==> src/rtl/sig_ctrl_pkg.sv <==
// Shared light encodings, controller phase enum and the serving-index width helper.
package sig_ctrl_pkg;

    localparam logic [1:0] LT_RED = 2'b00;
    localparam logic [1:0] LT_YEL = 2'b01;
    localparam logic [1:0] LT_GRN = 2'b10;

    typedef enum logic [2:0] {
        MAIN_GREEN = 3'd0,
        MAIN_YEL   = 3'd1,
        RED_A      = 3'd2,
        CH_GREEN   = 3'd3,
        CH_YEL     = 3'd4,
        RED_B      = 3'd5
    } phase_e;

    // Width of a channel index; a single channel still needs one bit.
    function automatic int idx_w(input int n);
        return (n <= 1) ? 1 : $clog2(n);
    endfunction

endpackage

==> src/rtl/rr_arbiter.sv <==
// Combinational round-robin pick: first set request strictly above i_last, else the lowest set one.
module rr_arbiter
    import sig_ctrl_pkg::*;
#(
    parameter int   N_CH  = 2,
    localparam int  IDX_W = idx_w(N_CH)
) (
    input  logic [N_CH-1:0]  i_req,
    input  logic [IDX_W-1:0] i_last,
    output logic [IDX_W-1:0] o_idx,
    output logic             o_valid
);

    logic             w_hi_found;
    logic [IDX_W-1:0] w_hi_idx;
    logic             w_lo_found;
    logic [IDX_W-1:0] w_lo_idx;

    // Scan downward so the last hit is the lowest index, both above i_last and overall.
    always_comb begin
        w_hi_found = 1'b0;
        w_hi_idx   = '0;
        w_lo_found = 1'b0;
        w_lo_idx   = '0;
        for (int j = N_CH - 1; j >= 0; j--) begin
            if (i_req[j]) begin
                w_lo_found = 1'b1;
                w_lo_idx   = IDX_W'(j);
                if (j > int'(i_last)) begin
                    w_hi_found = 1'b1;
                    w_hi_idx   = IDX_W'(j);
                end
            end
        end
        o_valid = w_lo_found;
        o_idx   = w_hi_found ? w_hi_idx : w_lo_idx;
    end

endmodule

==> src/rtl/multi_phase_signal_ctrl.sv <==
// Intersection sequencer: main phase rests green, latched secondary demand is served
// one channel per cycle-out in round-robin order, with yellow and all-red clearance.
//
//   state      | meaning
//   MAIN_GREEN | main green, waits for min green and any pending demand
//   MAIN_YEL   | main yellow
//   RED_A      | all-red before the selected channel
//   CH_GREEN   | selected channel green (fixed for ped, detector-extended for road)
//   CH_YEL     | selected channel yellow
//   RED_B      | all-red before returning to main green
module multi_phase_signal_ctrl
    import sig_ctrl_pkg::*;
#(
    parameter int         N_CH      = 2,
    parameter logic [7:0] PED_MASK  = 8'b0000_0010,
    parameter int         CNT_W     = 5,
    parameter int         MIN_GREEN = 6,
    parameter int         MAX_GREEN = 15,
    parameter int         YELLOW_T  = 3,
    parameter int         ALL_RED_T = 1,
    localparam int        IDX_W     = idx_w(N_CH)
) (
    input  logic                clk,
    input  logic                rst,
    input  logic                tick,
    input  logic [N_CH-1:0]     req_level,
    input  logic [N_CH-1:0]     req_pulse,
    output logic [1:0]          main_state,
    output logic [2*N_CH-1:0]   ch_state,
    output logic [IDX_W-1:0]    serving,
    output logic [N_CH-1:0]     pending
);

    if (N_CH < 1 || N_CH > 8) begin : g_bad_nch
        $error("multi_phase_signal_ctrl: N_CH must be 1..8");
    end
    if (MIN_GREEN < 1 || MAX_GREEN < MIN_GREEN || YELLOW_T < 1 || ALL_RED_T < 0) begin : g_bad_time
        $error("multi_phase_signal_ctrl: inconsistent phase durations");
    end
    if (MIN_GREEN >= (1 << CNT_W) || MAX_GREEN >= (1 << CNT_W) ||
        YELLOW_T >= (1 << CNT_W) || ALL_RED_T >= (1 << CNT_W)) begin : g_bad_width
        $error("multi_phase_signal_ctrl: duration does not fit in CNT_W");
    end

    localparam logic [CNT_W-1:0] MIN_M1   = CNT_W'(MIN_GREEN - 1);
    localparam logic [CNT_W-1:0] MAX_M1   = CNT_W'(MAX_GREEN - 1);
    localparam logic [CNT_W-1:0] YEL_M1   = CNT_W'(YELLOW_T - 1);
    localparam logic [CNT_W-1:0] RED_M1   = CNT_W'(ALL_RED_T - 1);
    localparam bit               SKIP_RED = (ALL_RED_T == 0);
    localparam logic [N_CH-1:0]  PED      = PED_MASK[N_CH-1:0];

    phase_e             r_state;
    phase_e             w_state_nxt;
    logic [CNT_W-1:0]   r_cnt;
    logic [N_CH-1:0]    r_pending;
    logic [N_CH-1:0]    w_pending_nxt;
    logic [IDX_W-1:0]   r_serving;
    logic [IDX_W-1:0]   w_serving_nxt;
    logic [IDX_W-1:0]   r_last;
    logic [IDX_W-1:0]   w_last_nxt;
    logic [1:0]         r_main_state;
    logic [1:0]         w_main_nxt;
    logic [2*N_CH-1:0]  r_ch_state;
    logic [2*N_CH-1:0]  w_ch_nxt;
    logic [IDX_W-1:0]   w_arb_idx;
    logic               w_arb_valid;
    logic               w_green_done;
    logic [N_CH-1:0]    w_ch_green;
    logic [N_CH-1:0]    w_set;
    logic [N_CH-1:0]    w_clr;

    rr_arbiter #(.N_CH(N_CH)) u_arb (
        .i_req   (r_pending),
        .i_last  (r_last),
        .o_idx   (w_arb_idx),
        .o_valid (w_arb_valid)
    );

    // Green termination for the channel in service: peds run fixed, roads extend on detector.
    always_comb begin
        w_green_done = 1'b0;
        if (PED[r_serving]) begin
            w_green_done = (r_cnt == MIN_M1);
        end else begin
            w_green_done = ((r_cnt >= MIN_M1) && !req_level[r_serving]) || (r_cnt == MAX_M1);
        end
    end

    // Next-state, serving latch and round-robin history; every move is qualified by tick.
    always_comb begin
        w_state_nxt   = r_state;
        w_serving_nxt = r_serving;
        w_last_nxt    = r_last;
        if (tick) begin
            unique case (r_state)
                MAIN_GREEN: begin
                    if (r_cnt >= MIN_M1 && w_arb_valid) begin
                        w_state_nxt   = MAIN_YEL;
                        w_serving_nxt = w_arb_idx;
                    end
                end
                MAIN_YEL: begin
                    if (r_cnt == YEL_M1) begin
                        if (SKIP_RED) w_state_nxt = CH_GREEN;
                        else          w_state_nxt = RED_A;
                    end
                end
                RED_A: begin
                    if (r_cnt == RED_M1) w_state_nxt = CH_GREEN;
                end
                CH_GREEN: begin
                    if (w_green_done) w_state_nxt = CH_YEL;
                end
                CH_YEL: begin
                    if (r_cnt == YEL_M1) begin
                        if (SKIP_RED) begin
                            w_state_nxt = MAIN_GREEN;
                            w_last_nxt  = r_serving;
                        end else begin
                            w_state_nxt = RED_B;
                        end
                    end
                end
                RED_B: begin
                    if (r_cnt == RED_M1) begin
                        w_state_nxt = MAIN_GREEN;
                        w_last_nxt  = r_serving;
                    end
                end
                default: w_state_nxt = MAIN_GREEN;
            endcase
        end
    end

    // Demand latches: set by button or road detector unless that channel is green; entry clear wins.
    always_comb begin
        w_ch_green = '0;
        w_set      = '0;
        w_clr      = '0;
        for (int i = 0; i < N_CH; i++) begin
            w_ch_green[i] = (r_state == CH_GREEN) && (r_serving == IDX_W'(i));
            w_set[i]      = (req_pulse[i] | (req_level[i] & ~PED[i])) & ~w_ch_green[i];
            w_clr[i]      = (w_state_nxt == CH_GREEN) && (r_state != CH_GREEN) &&
                            (r_serving == IDX_W'(i));
        end
        w_pending_nxt = (r_pending | w_set) & ~w_clr;
    end

    // Light outputs are decoded from the next state so they register on the same edge.
    always_comb begin
        w_main_nxt = LT_RED;
        w_ch_nxt   = '0;
        if (w_state_nxt == MAIN_GREEN) w_main_nxt = LT_GRN;
        if (w_state_nxt == MAIN_YEL)   w_main_nxt = LT_YEL;
        for (int i = 0; i < N_CH; i++) begin
            if (w_serving_nxt == IDX_W'(i)) begin
                if (w_state_nxt == CH_GREEN) w_ch_nxt[2*i +: 2] = LT_GRN;
                if (w_state_nxt == CH_YEL)   w_ch_nxt[2*i +: 2] = LT_YEL;
            end
        end
    end

    // State, selection history and registered outputs.
    always_ff @(posedge clk or posedge rst) begin
        if (rst) begin
            r_state      <= MAIN_GREEN;
            r_serving    <= '0;
            r_last       <= IDX_W'(N_CH - 1);
            r_pending    <= '0;
            r_main_state <= LT_GRN;
            r_ch_state   <= '0;
        end else begin
            r_state      <= w_state_nxt;
            r_serving    <= w_serving_nxt;
            r_last       <= w_last_nxt;
            r_pending    <= w_pending_nxt;
            r_main_state <= w_main_nxt;
            r_ch_state   <= w_ch_nxt;
        end
    end

    // Phase timer: cleared on any state change, counts ticks, holds at the main minimum.
    always_ff @(posedge clk or posedge rst) begin
        if (rst) begin
            r_cnt <= '0;
        end else if (w_state_nxt != r_state) begin
            r_cnt <= '0;
        end else if (tick && !(r_state == MAIN_GREEN && r_cnt >= MIN_M1)) begin
            r_cnt <= r_cnt + 1'b1;
        end
    end

    assign main_state = r_main_state;
    assign ch_state   = r_ch_state;
    assign serving    = r_serving;
    assign pending    = r_pending;

endmodule

==> config.mk <==
export PLATFORM = sky130hd
export DESIGN_NAME = multi_phase_signal_ctrl
export DESIGN_NICKNAME = d
export VERILOG_FILES = /design/src/rtl/sig_ctrl_pkg.sv /design/src/rtl/rr_arbiter.sv /design/src/rtl/multi_phase_signal_ctrl.sv
export SDC_FILE = /design/constraint.sdc
export NUM_CORES = 1
export LEC_CHECK = 0
export ABC_AREA = 0
export BUFFER_PORTS_ARGS = -buffer_cell sky130_fd_sc_hd__buf_2
export CORE_MARGIN = 1
export CORE_UTILIZATION = 59
export DETAILED_ROUTE_END_ITERATION = 10
export PLACE_DENSITY = 0.85
export RECOVER_POWER = 100
export SETUP_SLACK_MARGIN = 0.05
export SLEW_MARGIN = 20
export SYNTH_ARGS = -nofsm -noshare
export SYNTH_HDL_FRONTEND = slang
export SYNTH_SLANG_ARGS = --single-unit
==> constraint.sdc <==
create_clock -name clk -period 4.5 [get_ports clk]
set_clock_uncertainty 0.15 [all_clocks]
set_input_delay 1.125 -clock clk [delete_from_list [all_inputs] [get_ports clk]]
set_output_delay 1.125 -clock clk [all_outputs]
set_load 0.01 [all_outputs]
==> results of run 1 <==
==> area by class of cell <==
class | count | area share
Clock buffer | 4 | 0.0224
Inverter | 6 | 0.0192
Timing Repair Buffer | 14 | 0.0491
Tap cell | 25 | 0.0267
Multi-Input combinational cell | 85 | 0.496
Sequential cell | 18 | 0.387
==> stage by stage <==
step / cell area [sq um] / hold slack (ps) / power [W] / util / setup WS, ps
2_1_floorplan: 1100 / 452 / 0.000526 / - / 2120
3_3_place_gp: 1180 / 440 / 0.000596 / 0.676 / 1950
3_5_place_dp: 1180 / 451 / 0.000615 / 0.676 / 1890
4_1_cts: 1210 / 471 / 0.000701 / 0.691 / 1840
5_1_grt: 1170 / 484 / 0.000732 / 0.671 / 1420
6_report: 1170 / 470 / 0.000676 / 0.671 / 1600
==> final timing paths <==
kind,start,end,slack (ps),depth (start not counted)
max in group asynchronous,rst,pending[0],3020,2
min reg2reg,r_last,r_last,470,1
min in group asynchronous,rst,r_cnt[0],750,2
min,r_last,r_last,470,1
max,r_cnt[1],ch_state[0],1600,8
max reg2reg,r_cnt[1],ch_state[0],1600,8
==> layer usage <==
layer	part of all wire	vias to the layer above	GRT usage
met4	0.0093	0	0.109
li1	-	448	-
met5	0	-	0
met2	0.48	29	0.412
met3	0.045	4	0.0360
met1	0.47	430	0.378
==> registers in the layout, indices dropped and copies added (netlist names) <==
| name | flops |
|---|---|
| serving | 1 |
| r_last | 1 |
| r_cnt | 5 |
| r_state | 3 |
| ch_state | 4 |
| pending | 2 |
| main_state | 2 |
==> Yosys cell counts (2+ instances only) <==
| cell | instances |
|---|---|
| a21oi_1 | 4 |
| a31oi_1 | 2 |
| and3_1 | 2 |
| and4b_1 | 3 |
| clkbuf_1 | 5 |
| dfrtp_1 | 16 |
| dfstp_2 | 2 |
| ha_1 | 4 |
| inv_1 | 5 |
| mux2i_1 | 2 |
| nand2_1 | 8 |
| nand3_1 | 5 |
| nand3b_1 | 3 |
| nor2_1 | 7 |
| nor2b_1 | 2 |
| nor3_1 | 9 |
| o21ai_0 | 2 |
| or2_2 | 2 |
| xor2_1 | 3 |
==> cell families (layout without fill, tap and decap cells) <==
kind of cell,count (synthesis),in the layout,synth area share
compound gates,22,22,0.149
xor+xnor,4,4,0.0318
fa+ha+maj,4,4,0.0454
buf+inv,12,24,0.0420
flops,18,18,0.411
mux,3,3,0.0284
simple gates,52,52,0.293
==> power groups by stage <==
stage,Sequential (W),Combinational [W],Clock [W]
6_report,0.000279,0.000313,0.0000842
3_3_place_gp,0.000275,0.000321,0
3_5_place_dp,0.000280,0.000335,0
5_1_grt,0.000291,0.000351,0.0000902
4_1_cts,0.000277,0.000338,0.0000861
2_1_floorplan,0.000258,0.000269,0
==> results.cfg, run 1 <==
[synth]
synth_ff_type = dfrtp_1
synth_enable_flop_cells = 0
syn_inst = 115
syn_area_per_cell_sq_um = 9.59
synth_area_leaders = dfrtp_1 36%, dfstp_2 4.8%, ha_1 4.5%
ys_warn_count = 0
async_flop_share = 1.00
syn_area_sq_um = 1100
synth_fp_nets = 126
synth-seq-cells = 18
synth-seq-area-share = 0.411
synth.largest_area_cell = dfrtp_1
synth_cell_types = 48
post-synth-top-area-fraction = 0.363

[placement]
port_buffers = 14
post-place-cells = 148
gp_congestion = 0.903
hpwl_microns = 1730

[floorplan]
start_util = 0.632
core-area_sq_um = 1750
die_y_microns = 45.2
die_area_sq_um = 2050
rows = 15
die_w_microns = 45.2
io_pins = 16

[timing]
totalNegativeSetupSlack_ps = 0
setup_viol = 0
slew_headroom = 0.532
layout_min_cycle_time_ps = 2900
finalCritPeriodShare = 0.645
grt_setup_unrepaired = false
max_freq_mhz = 344
hold_viol = 0
slew_violations = 0
tightest_slew_ps = 700

[clock_tree]
ctsHtreeMaxLevel = 1
clk_pin_slew_ps = 100
cts_buffers = 3
clock_path_buffers = 2
cts_tree = done
insertion_delay_ps = 300
ctsResizeCount = 0
cts_root_buf = clkbuf_4
ctsHoldBuffers = 0
clock-sinks = 18
post_cts.repair.setup_buffers = 0

[routing]
postRouteAntennaNets = 0
drt_iter0_markers = 29
viasPerCell = 5.99
drc_errors = 0
routed_wl_microns = 2270
via_count = 911
dr.pass1.iters = 4
post_drt_wl_per_cell_microns = 14.9

[cells_and_area]
fillers = 153
multiInputGateArea_sq_um = 581
final_cells = 152
antenna_cells = 0
layout.nets = 139
final_cell_mix = 16 x dfrtp_1, 11 x nor3_1, 11 x clkbuf_1, 8 x nand2_1, 7 x nor2_1
seqCellArea_sq_um = 453
area_growth_pct = 6.24
drive_above_1_share = 0.102
final_common_cell = dfrtp_1

[pwr]
internal_power_w = 0.000371
leakage_nw = 0.528
p_seq_frac = 0.413
ir_worst_vdd_mv = 0.361
clockPowerShare = 0.125
powerDensity_nw_per_um2 = 577
p_sw_w = 0.000305
power_frac_comb = 0.463
sw_frac_of_total = 0.451

[min_path]
hp-class = register to register

[critical_path]
max_stage_delay_ps = 460
crit_family = simple AND/OR/NAND/NOR gates
start_kind = register
required_ps = 4530
cpMostUsedCell = inv_1
worst_setup_path_end_kind = register
path_cells = inv_1 > ha_1 > or3_1 > o2111a_1 > o311a_1 > nor3_1 > inv_1 > nor4b_1
crit_slowest_cell = dfrtp_1
cp_max_fo = 7
worst-path-buf-inv = 2
crit_type = register to register
arrival_ps = 2930

[global_routing]
track_usage = 0.267
grt_pass1_wl_microns = 3860
antenna_found_initial = 0
grt_pass1_vias = 876
grt_max_degree = 19
grt-ovfl-total = 0

[run_status]
outcome = complete, no violations

[run]
cap_violations = 0
No activity file was read; power rests on OpenSTA's default activity.
==> run 2, diff against run 1 <==
Settings changed: CORE_UTILIZATION 59 to 50, PLACE_DENSITY 0.85 to 0.77.
Clock period 4.5 ns to 2.33 ns, I/O delays scaled along.
==> results.cfg, run 2 (synthesis gave the netlist of run 1 again) <==
[run_status]
outcome = complete, no violations

[critical_path]
max_stage_delay_ps = 420
worst-path-buf-inv = 1
crit_type = register to register
worst_setup_path_end_kind = register
r2r_cells = 7
path_cells = ha_2 > or3_4 > o2111a_1 > o311a_4 > nor3_4 > inv_2 > nor4b_2
crit_family = simple AND/OR/NAND/NOR gates
arrival_ps = 2350
cp_max_fo = 6
cp_num_cells = 7
crit_slowest_cell = dfrtp_1
required_ps = 2390
start_kind = register

[routing]
wl_met2_microns = 1270
via_count = 962
met3_length_microns = 74
maxUsedRoutingLayer = met4
drc_errors = 0
routed_wl_microns = 2600
viasPerCell = 5.98
postRouteAntennaNets = 0
drt_iter0_markers = 30
met1_length_microns = 1210
dr.pass1.iters = 4
post_drt_wl_per_cell_microns = 16.1

[cells_and_area]
largest_reg_flops = 5
top_register = r_cnt
final_common_cell = dfrtp_1
fillers = 178
drive_above_1_share = 0.231
area_growth_pct = 17.4
final_cell_mix = 16 x dfrtp_1, 10 x clkbuf_1, 9 x nor3_1, 8 x nand2_1, 7 x nor2_1
antenna_cells = 0
layout.nets = 146

[pwr]
p_sw_w = 0.000669
powerDensity_nw_per_um2 = 1180
power_frac_comb = 0.552
leakage_nw = 0.573
clockPowerShare = 0.125
p_seq_frac = 0.323
internal_power_w = 0.000854
sw_frac_of_total = 0.439
ir_worst_vdd_mv = 0.662

[floorplan]
die_area_sq_um = 2400
die_w_microns = 49.0
start_util = 0.545
die_y_microns = 49.0
core-area_sq_um = 2020
io_pins = 16
rows = 16

[placement]
port_buffers = 14
post-place-ws_ps = -1.51
gp_congestion = 0.857
hpwl_microns = 1850

[global_routing]
grt-ovfl-total = 0
grt_pass1_vias = 970
track_usage = 0.239
antenna_found_initial = 0
grt_pass1_wl_microns = 4270
grt_max_degree = 19

[timing]
setup_viol = 0
totalNegativeSetupSlack_ps = 0
tightest_slew_ps = 693
max_freq_mhz = 437
grt_setup_unrepaired = true
layout_min_cycle_time_ps = 2290
setup_ws_ps = 40.2
finalCritPeriodShare = 0.983
hold_viol = 0
slew_violations = 0
slew_headroom = 0.537
whs_ps = 232

[clock_tree]
clock_path_buffers = 2
cts_buffers = 3
cts_tree = done
ctsHtreeMaxLevel = 1
cts_root_buf = clkbuf_4
clk_pin_slew_ps = 100
clock-sinks = 18
insertion_delay_ps = 290

[min_path]
hp-class = input pin to asynchronous set/reset pin

[run]
cap_violations = 0
[run 2: layout make-up]
class                           count  area (sq um)  area share
Sequential cell                    18           453       0.350
Timing Repair Buffer               21           108      0.0832
Inverter                            6          22.5      0.0174
Clock buffer                        4          36.3      0.0280
Tap cell                           27          33.8      0.0261
Multi-Input combinational cell     85           641       0.495
[run 2: repair_timing]
item,CTS,global route
setup buffers,0,0
hold buffers,0,0
setup endpoints to repair,9,9
gates resized for setup,4,4
gates cloned,0,0
[run 2: final timing paths]
kind / startpoint / to / slack (ps)
min reg2reg: r_last / r_last / 480
max in group asynchronous: rst / r_state[1] / 1360
max reg2reg: r_cnt[0] / ch_state[0] / 40
min: rst / main_state[0] / 230
max: r_cnt[0] / ch_state[0] / 40
min in group clk: req_pulse[1] / pending[1] / 450
[run 2: per-layer routing]
metal / track usage / vias to the layer above
met4: 0.103 / 0
li1: - / 462
met1: 0.315 / 471
met2: 0.396 / 25
met5: 0 / -
met3: 0.0312 / 4
[run 2: through the flow]
step                instance area, sq um  std cells  power [W]  utilization
floorplan                           1100        115    0.00102            -
global placement                    1230        157    0.00124        0.611
detailed placement                  1230        157    0.00128        0.611
CTS                                 1300        161    0.00151        0.641
global route                        1290        161    0.00163        0.640
finish                              1290        161    0.00152        0.640
[run 2: power groups by stage]
stage	Clock (W)	Sequential, W	Combinational [W]
CTS	0.000197	0.000487	0.000828
detailed placement	0	0.000492	0.000789
global placement	0	0.000486	0.000753
finish	0.000191	0.000492	0.000840
global route	0.000214	0.000504	0.000913
floorplan	0	0.000498	0.000518
[run 2: worst reg2reg max path, stage by stage (launching register included)]
cell      delay, ps
dfrtp_1         420
ha_2            200
or3_4           330
o2111a_1        270
o311a_4         340
nor3_4          160
inv_2           100
nor4b_2         240
